## src/rtl/ex_operand_stage.sv

```systemverilog
// ID/EX pipeline register feeding the 16-bit ALU.
// Holds the decoded operand set, forwards from EX/MEM and MEM/WB, and supports stall and flush.
module ex_operand_stage #(
    parameter int unsigned WIDTH = 16,
    parameter int unsigned IDX   = 3
) (
    input  logic             clk,
    input  logic             rst,
    input  logic             stall,
    input  logic             flush,
    input  logic             id_valid,
    input  logic [2:0]       id_op,
    input  logic             id_inv_a,
    input  logic             id_inv_b,
    input  logic             id_cin,
    input  logic             id_sign,
    input  logic [WIDTH-1:0] id_rs_data,
    input  logic [WIDTH-1:0] id_rt_data,
    input  logic [IDX-1:0]   id_rs_idx,
    input  logic [IDX-1:0]   id_rt_idx,
    input  logic [IDX-1:0]   id_rd_idx,
    input  logic [WIDTH-1:0] id_imm,
    input  logic             id_use_imm,
    input  logic             id_wr_en,
    input  logic             exmem_wr_en,
    input  logic [IDX-1:0]   exmem_rd,
    input  logic [WIDTH-1:0] exmem_data,
    input  logic             memwb_wr_en,
    input  logic [IDX-1:0]   memwb_rd,
    input  logic [WIDTH-1:0] memwb_data,
    output logic [WIDTH-1:0] alu_a,
    output logic [WIDTH-1:0] alu_b,
    output logic [2:0]       alu_op,
    output logic             alu_inv_a,
    output logic             alu_inv_b,
    output logic             alu_cin,
    output logic             alu_sign,
    output logic             ex_valid,
    output logic [IDX-1:0]   ex_rd,
    output logic             ex_wr_en
);

    logic             valid_q;
    logic             wr_en_q;
    logic [2:0]       op_q;
    logic             inv_a_q;
    logic             inv_b_q;
    logic             cin_q;
    logic             sign_q;
    logic [IDX-1:0]   rs_idx_q;
    logic [IDX-1:0]   rt_idx_q;
    logic [IDX-1:0]   rd_idx_q;
    logic [WIDTH-1:0] rs_data_q;
    logic [WIDTH-1:0] rt_data_q;
    logic [WIDTH-1:0] imm_q;
    logic             use_imm_q;

    logic [WIDTH-1:0] fwd_rs;
    logic [WIDTH-1:0] fwd_rt;

    // EX/MEM is the younger producer, so it is tested last and wins on a double match.
    always_comb begin
        fwd_rs = rs_data_q;
        if (memwb_wr_en && (memwb_rd == rs_idx_q)) fwd_rs = memwb_data;
        if (exmem_wr_en && (exmem_rd == rs_idx_q)) fwd_rs = exmem_data;

        fwd_rt = rt_data_q;
        if (memwb_wr_en && (memwb_rd == rt_idx_q)) fwd_rt = memwb_data;
        if (exmem_wr_en && (exmem_rd == rt_idx_q)) fwd_rt = exmem_data;
    end

    always_ff @(posedge clk) begin
        if (rst || flush) begin
            valid_q   <= 1'b0;
            wr_en_q   <= 1'b0;
            op_q      <= '0;
            inv_a_q   <= 1'b0;
            inv_b_q   <= 1'b0;
            cin_q     <= 1'b0;
            sign_q    <= 1'b0;
            rs_idx_q  <= '0;
            rt_idx_q  <= '0;
            rd_idx_q  <= '0;
            rs_data_q <= '0;
            rt_data_q <= '0;
            imm_q     <= '0;
            use_imm_q <= 1'b0;
        end else if (stall) begin
            // Refresh operands so a producer retiring during the stall is not lost.
            rs_data_q <= fwd_rs;
            rt_data_q <= fwd_rt;
        end else begin
            valid_q   <= id_valid;
            wr_en_q   <= id_wr_en;
            op_q      <= id_op;
            inv_a_q   <= id_inv_a;
            inv_b_q   <= id_inv_b;
            cin_q     <= id_cin;
            sign_q    <= id_sign;
            rs_idx_q  <= id_rs_idx;
            rt_idx_q  <= id_rt_idx;
            rd_idx_q  <= id_rd_idx;
            rs_data_q <= id_rs_data;
            rt_data_q <= id_rt_data;
            imm_q     <= id_imm;
            use_imm_q <= id_use_imm;
        end
    end

    always_comb begin
        alu_a     = fwd_rs;
        alu_b     = use_imm_q ? imm_q : fwd_rt;
        alu_op    = op_q;
        alu_inv_a = inv_a_q;
        alu_inv_b = inv_b_q;
        alu_cin   = cin_q;
        alu_sign  = sign_q;
        ex_valid  = valid_q;
        ex_rd     = rd_idx_q;
        ex_wr_en  = valid_q & wr_en_q;
    end

endmodule

```

## config.mk

```make
export PLATFORM = sky130hd
export DESIGN_NAME = ex_operand_stage
export DESIGN_NICKNAME = d
export VERILOG_FILES = /design/src/rtl/ex_operand_stage.sv
export SDC_FILE = /design/constraint.sdc
export NUM_CORES = 1
export LEC_CHECK = 0
export CELL_PAD_IN_SITES_DETAIL_PLACEMENT = 1
export CELL_PAD_IN_SITES_GLOBAL_PLACEMENT = 2
export CORE_AREA = 2 2 123 125
export CTS_BUF_LIST = sky130_fd_sc_hd__clkbuf_8 sky130_fd_sc_hd__clkbuf_16
export CTS_CLUSTER_SIZE = 40
export DETAILED_ROUTE_END_ITERATION = 12
export DIE_AREA = 0 0 125 127
export PLACE_DENSITY = 0.94
export SETUP_SLACK_MARGIN = 0.02
export SLEW_MARGIN = 5
export SYNTH_ARGS = -nofsm -noshare
export SYNTH_HDL_FRONTEND = slang
export SYNTH_SLANG_ARGS = --single-unit
```

## constraint.sdc

```tcl
create_clock -name clk -period 5.15 [get_ports clk]
set_input_delay 1.03 -clock clk [delete_from_list [all_inputs] [get_ports clk]]
set_output_delay 1.03 -clock clk [all_outputs]
set_load 0.1 [all_outputs]
```

# Yosys cells after proc, flatten, opt, wreduce, memory -nomap -nowiden
# Cells that the tools add are included.
# op_classes
n_reduce_logical	5
magnitude_cmp	0
mul	0
n_eq_ne	4
add_sub_neg	0
div_mod_pow	0
bitwise_logic	1
mux	7
n_shift	0
# op_table
cell	count
16-bit two-way mux	7
3-bit == test	4
1-bit logical AND	4
1-bit bitwise AND	1
1-bit logical OR	1
# word_totals
latchBits	0
romBits	0
reg_bits	67
in_bits	111
mem_count	0
ram_bits	0

# Longest topological paths before layout
# Gate-level depths: netlist of the first run.
# depth
word_depth	5
ltp_mapped	6
depth_no_buf	4

# Worst setup path after synthesis of the first run
# OpenSTA, ideal clock, no wires.
# synth_timing
kind	input port to output port
start	in exmem_rd[1]
end	out alu_b[11]
t_arrival_ns	4.030
path_slack_ns	0.090
cell_stages	6
t_required_ns	4.120
n_path_buf	2
cell_sequence	xnor2_1 -> and4_1 -> buf_4 -> buf_6 -> a221oi_2 -> o31ai_1
# synth_between
elab_chain_cells	4
# synth_rtl
item	line	source
start, declared	26	input logic [IDX-1:0] exmem_rd,
3-bit == test	69	if (exmem_wr_en && (exmem_rd == rt_idx_q)) fwd_rt = exmem_data;
1-bit logical AND	69	
16-bit two-way mux	69	
16-bit two-way mux	112	alu_b = use_imm_q ? imm_q : fwd_rt;
end, declared	32	output logic [WIDTH-1:0] alu_b,
# Every way passes these cells.

# Final worst setup path of the first run
# layout_timing
start	in exmem_rd[0]
end	out alu_a[6]
# layout_between
elab_chain_cells	3
# layout_rtl
item	line	source
3-bit == test	65	if (exmem_wr_en && (exmem_rd == rs_idx_q)) fwd_rs = exmem_data;
1-bit logical AND	65	
16-bit two-way mux	65	
end, declared	31	output logic [WIDTH-1:0] alu_a,
# Every way passes these cells.

==> flow_summary_export.csv, run 1 <==
group,metric,value,unit
grt,grt_pass1_vias,4308,
grt,grt_max_degree,60,
floorplanning,io-pin-count,155,
timing,report.final.slew_viol_count,0,
routing,wl_per_cell,20.03,um
finish,n_antenna_cell,0,
place,portBuffers,154,
timing,max_slew.worst_pin.slew,1.166,ns
critical_path,critPathSlowestCell,"nand4_1",
critical_path,reg2reg_to,"rs_data_q[2]",
routing,first_pass_iters,4,
timing,hold_violations,0,
finish,fin_cells,745,
critical_path,path_buf_inv,3,
timing,fin_crit,4.436,ns
power_and_ir_drop,leakagePower,2.294,nW
place,pre_cts_ws,0.6916,ns
routing,vias,3966,
critical_path,critical_path_class,"input port to primary output",
hold_path,min_from,"alu_inv_a",
finish,final_nets,668,
yosys,synth.distinct_cells,31,
power_and_ir_drop,ir_worst_vdd,0.2116,mV
yosys,syn_inst,428,
timing,finalCritPeriodShare,0.8614,
hold_path,min-delay-path-class,"flip-flop to flip-flop",
finish,final_util,0.4053,
grt,grt_overflow_total,0,
hold_path,hold_depth,2,
critical_path,critPathCaptureType,"primary output",
clock_network,clockBufferDepth,2,
finish,final_common_cell,"clkdlybuf4s50_1",
place,gp_congestion,0.8404,
critical_path,cpMostUsedCell,"buf_4",
critical_path,rrSetupSlack,2.46,ns
clock_network,cts_tree,"done",
critical_path,critPathMaxStageDelay,0.66,ns
timing,finalSetupViolCount,0,
yosys,syn_area,3875,um^2
yosys,synth_fp_nets,539,
yosys,post_synth.cell_area_avg,9.054,um^2
critical_path,startpoint_type,"input port",
routing,drc_errors,0,
clock_network,postCtsHoldBufs,0,
floorplanning,design.core.area,14420,um^2
clock_network,cts_resized,0,
yosys,synth_warnings,0,
routing,drtIter0Drc,130,
routing,vias_per_cell,5.323,
routing,routed_wl,14.93,mm
critical_path,ff2ff_path_depth,5,
critical_path,cp_max_fo,29,
power_and_ir_drop,power,1.643,mW
grt,grt_pass1_wl,23.49,mm
critical_path,arrival,3.41,ns
clock_network,post-cts-setup-buffers,0,
clock_network,clkSinkCount,67,
floorplanning,start_util,0.2687,
hold_path,hold_end,"alu_inv_a",
timing,finClkSkew,0.006075,ns
timing,fmax,225.4,MHz
floorplanning,rows,44,
yosys,yosysSeqAreaShare,0.3461,
finish,drive_gt1_frac,0.1444,
finish,syn2layout_area_growth,50.86,%
routing,antenna_left,0,
clock_network,htreeDepth,3,
grt,gr-usage-all-layers,0.1877,
timing,slew_headroom,0.2215,
place,dp.cells,730,
timing,rsz0062_at_grt,"false",
yosys,yosys_register_bits,67,
floorplanning,dieArea,15880,um^2
power_and_ir_drop,power_density,281.1,nW/um^2
clock_network,clkTransAtPathRegs,0.05,ns
timing,setup_ws,0.7138,ns
place,dp_hpwl,11.54,mm
status,status,"finished clean",
clock_network,clk_latency,0.35,ns
floorplanning,die_w,125,um
grt,grt_antenna_before_repair,0,
critical_path,critPathRequiredTime,4.12,ns
clock_network,cts_buffers,9,
critical_path,r2r-start,"rs_idx_q[0]",
finish,layout.cells.most_common_list,"121 x clkdlybuf4s50_1, 67 x nor2_1, 67 x dfxtp_1",
floorplanning,die_h,127,um
run,maxCapViolCount,0,
critical_path,critical-path-top-delay-family,"buffers and inverters",
critical_path,crit_chain,"clkdlybuf4s50_1 > xnor2_1 > nand4_1 > buf_4 > a21oi_1 > buf_4",
timing,fin_setup_tns,0,ns
clock_network,cts_root_buf,"clkbuf_16",
-- state kept, by name, indices dropped and copies added (netlist names), 3 cells and up --
signal,cells
imm_q,16
rs_data_q,16
rt_data_q,16
alu_op,3
ex_rd,3
rs_idx_q,3
rt_idx_q,3
-- worst max-delay path by stage --
stage | slack (ns) | end | depth (start not counted) | start
after floorplan | 0.09 | alu_b[11] | 6 | exmem_rd[1]
after global placement | 0.82 | alu_a[12] | 6 | exmem_rd[1]
after detailed placement | 0.69 | alu_a[14] | 6 | exmem_rd[0]
after CTS | 0.68 | alu_a[14] | 6 | exmem_rd[0]
after global routing | 0.51 | alu_a[6] | 6 | exmem_rd[0]
final | 0.71 | alu_a[6] | 6 | exmem_rd[0]
-- cell type report --
type,count,area [um^2]
Clock buffer,10,239.0
Fill cell,1642,8578
Tap cell,184,230.2
Timing Repair Buffer,162,1694
Multi-Input combinational cell,317,2318
Clock inverter,5,22.52
Sequential cell,67,1341
-- cell families (layout without fill, tap and decap cells) --
family,after synthesis,in the layout,synth area share
compound gates,96,96,0.2215
xor+xnor,12,12,0.02906
buf+inv,44,177,0.05941
mux,51,51,0.1317
simple gates,158,158,0.2121
flops,67,67,0.3461
-- worst register-to-register path, stage by stage, from the launching register on --
cell      delay, ns
dfxtp_1        0.41
xnor2_1        0.15
nand4_1        0.66
buf_4          0.51
nand3_1        0.60
o221ai_1       0.20
-- cell usage after synthesis --
master     number  area, um^2
a21oi_1        16       80.08
a221oi_1        2       17.52
a221oi_2       14       210.2
a22oi_1        16       120.1
and2_1          1       6.260
and3_1         16       100.1
and4_1          1       8.760
buf_1           1       3.750
buf_12          1       20.02
buf_2           9       45.04
buf_4           3       22.52
buf_6           3       33.78
clkbuf_1       26       97.59
clkbuf_4        1       7.510
dfxtp_1        67        1341
mux2i_1        51       510.5
nand2_1        16       60.06
nand3_1        18       90.09
nand3b_1       32       240.2
nand4_1         1       6.260
nand4_2         1       12.51
nand4_4         1       21.27
nand4bb_1       1       11.26
nor2_1         69       259.0
o221ai_1       32       280.3
o31ai_1        10       75.07
o31ai_2         6       75.07
or2_2           1       6.260
xnor2_1         9       78.83
xnor2_2         1       16.27
xor2_1          2       17.52
-- power by group --
group	switching (mW)	total, mW	leakage (nW)	internal (mW)
registers	0.0135	0.552	0.546	0.538
clock network	0.230	0.560	0.140	0.330
logic	0.334	0.532	1.61	0.198
-- routing by layer --
layer | global-route usage | wire (um) | vias up
li1 | - | - | 1866
met1 | 0.2040 | 5784 | 1932
met2 | 0.3427 | 7624 | 148
met3 | 0.07747 | 1297 | 20
met4 | 0.04118 | 219 | 0
met5 | 0 | 0 | -
-- through the flow --
| step | cell area, um^2 | hold WS [ns] |
|---|---|---|
| 2_1_floorplan | 3875 | 0.4548 |
| 3_3_place_gp | 5584 | 0.4679 |
| 5_1_grt | 5846 | 0.5226 |
| 4_1_cts | 5846 | 0.4998 |
| 6_report | 5846 | 0.4922 |
| 3_5_place_dp | 5584 | 0.4917 |
(Power assumes the default switching activity.)
==> run 2, diff against run 1 <==
--- a/config.mk
+++ b/config.mk
@@ -12,7 +12,9 @@
 export CTS_CLUSTER_SIZE = 40
 export DETAILED_ROUTE_END_ITERATION = 12
 export DIE_AREA = 0 0 125 127
+export HOLD_SLACK_MARGIN = 0.03
 export PLACE_DENSITY = 0.94
+export REMOVE_ABC_BUFFERS = 1
 export SETUP_SLACK_MARGIN = 0.02
 export SLEW_MARGIN = 5
 export SYNTH_ARGS = -nofsm -noshare
==> run 2 against run 1 <==
Effect of this change:
- critical path type unchanged
- combinational power rose by 8.3%
- cell count rose by 0.67%
- sequential share of layout area is 1.3 points lower
- sequential power hardly changed
==> flow_summary_export.csv, run 2 (same netlist as run 1, synthesis figures left out) <==
group,metric,value,unit
timing,finClkSkew,0.008265,ns
clock_network,cts_buffers,9,
finish,fin_cells,750,
timing,fin_crit,4.605,ns
routing,vias_per_cell,5.329,
grt,grt_antenna_before_repair,0,
power_and_ir_drop,ir_worst_vdd,0.2115,mV
place,dp_hpwl,10.40,mm
clock_network,cts_resized,0,
power_and_ir_drop,sw_frac_of_total,0.3290,
critical_path,critPathCaptureType,"primary output",
critical_path,startpoint_type,"input port",
grt,grt_pass1_vias,4557,
place,portBuffers,154,
finish,final_common_cell,"clkdlybuf4s50_1",
status,status,"finished clean",
critical_path,cp_max_fo,32,
timing,finalSetupViolCount,0,
routing,routed_wl,15.07,mm
timing,report.final.slew_viol_count,0,
power_and_ir_drop,p_int,1.222,mW
power_and_ir_drop,p_switching,0.5990,mW
finish,drive_gt1_frac,0.1555,
routing,drc_errors,0,
timing,setup_ws,0.5449,ns
timing,timing.hold.ws,0.4949,ns
floorplanning,rows,44,
floorplanning,die_h,127,um
critical_path,critPathRequiredTime,4.12,ns
timing,finalCritPeriodShare,0.8942,
power_and_ir_drop,leakagePower,2.401,nW
clock_network,post-cts-setup-buffers,0,
finish,syn2layout_area_growth,59.86,%
power_and_ir_drop,power_density,293.9,nW/um^2
timing,fin_setup_tns,0,ns
timing,rsz0062_at_grt,"false",
critical_path,rrSetupSlack,2.40,ns
place,pre_cts_ws,0.6268,ns
clock_network,clk_latency,0.34,ns
floorplanning,dieArea,15880,um^2
clock_network,clkSinkCount,67,
floorplanning,io-pin-count,155,
routing,first_pass_iters,4,
power_and_ir_drop,power_frac_clock,0.382,
finish,final_util,0.4295,
critical_path,arrival,3.58,ns
finish,n_antenna_cell,0,
power_and_ir_drop,combPwrFrac,0.316,
clock_network,cts_tree,"done",
clock_network,cts_root_buf,"clkbuf_16",
clock_network,clockBufferDepth,2,
critical_path,critical_path_class,"input port to primary output",
place,gp_congestion,0.7417,
grt,grt_overflow_total,0,
power_and_ir_drop,p_seq_frac,0.302,
grt,grt_pass1_wl,23.77,mm
routing,wl_per_cell,20.10,um
finish,layout.cells.most_common_list,"121 x clkdlybuf4s50_1, 67 x nor2_1, 67 x dfxtp_1",
timing,slew_headroom,0.3398,
hold_path,min-delay-path-class,"flip-flop to flip-flop",
timing,max_slew.worst_pin.slew,0.9855,ns
grt,grt_max_degree,50,
routing,vias,3997,
place,dp.cells,734,
floorplanning,start_util,0.2687,
finish,final_nets,672,
clock_network,clkTransAtPathRegs,0.05,ns
routing,drtIter0Drc,191,
floorplanning,die_w,125,um
floorplanning,design.core.area,14420,um^2
run,maxCapViolCount,0,
grt,gr-usage-all-layers,0.1906,
routing,antenna_left,0,
finish,reg_top3,"imm_q x16, rs_data_q x16, rt_data_q x16",
timing,hold_violations,0,
timing,fmax,217.2,MHz
clock_network,postCtsHoldBufs,0,
clock_network,htreeDepth,3,
-- run 2: changes by cell type in the layout (fill, tap and decap cells not counted) --
cell	delta
bufinv_16	+2
inv_1	-2
nor2_4	+1
clkinvlp_4	+1
buf_12	+19
nor2_2	-1
clkinv_2	-3
clkinv_4	+2
clkbuf_8	+1
buf_4	-15
-- run 2: final cells by class --
| cell class | instances | area [um^2] |
|---|---|---|
| multi-input cells | 317 | 2323 |
| fillers | 1607 | 8229 |
| well taps | 184 | 230.2 |
| repair buffers | 166 | 1962 |
| clock buffers | 11 | 252.7 |
| clock inverters | 5 | 85.08 |
| flip-flops and latches | 67 | 1341 |
-- run 2: final timing paths --
check / from / to / depth (start not counted)
worst max-delay path: memwb_rd[2] / alu_b[0] / 7
worst min-delay path: imm_q[1] / imm_q[1] / 2
worst max register to register: rt_idx_q[2] / rt_data_q[1] / 5
worst min register to register: imm_q[1] / imm_q[1] / 2
-- run 2: metrics by stage --
stage	cell area, um^2	power, mW
after floorplan	3645	0.8687
after global placement	5857	1.128
after detailed placement	5857	1.137
after CTS	6195	1.846
after global routing	6195	1.889
final	6195	1.821
-- run 2: worst max-delay path, cell delays in order --
cell             delay [ns]
clkdlybuf4s50_1        0.49
xnor2_2                0.79
nand4bb_2              0.18
buf_4                  0.33
a221oi_1               0.37
o31ai_1                0.16
buf_12                 0.21
-- run 2: power groups by stage --
stage	sequential, mW	clock (mW)	combinational, mW
4_1_cts	0.549	0.717	0.579
3_5_place_dp	0.561	0	0.577
3_3_place_gp	0.559	0	0.569
6_report	0.549	0.695	0.576
5_1_grt	0.551	0.737	0.601
2_1_floorplan	0.579	0	0.290
-- run 2: layer usage --
metal | up-vias | share of wire | wire [um] | GRT usage
met5 | - | 0 | 0 | 0
met2 | 144 | 0.50 | 7503 | 0.3370
li1 | 1875 | - | - | -
met3 | 25 | 0.081 | 1225 | 0.07496
met1 | 1953 | 0.40 | 6017 | 0.2040
met4 | 0 | 0.022 | 326 | 0.07778
==> run 3, diff against run 2 <==
--- a/config.mk
+++ b/config.mk
@@ -12,6 +12,7 @@
 export CTS_CLUSTER_SIZE = 40
 export DETAILED_ROUTE_END_ITERATION = 12
 export DIE_AREA = 0 0 125 127
+export GPL_ROUTABILITY_DRIVEN = 0
 export HOLD_SLACK_MARGIN = 0.03
 export PLACE_DENSITY = 0.94
 export REMOVE_ABC_BUFFERS = 1
==> results of run 3 <==
No change in the layout: final DEF, timing and power equal those of run 2.
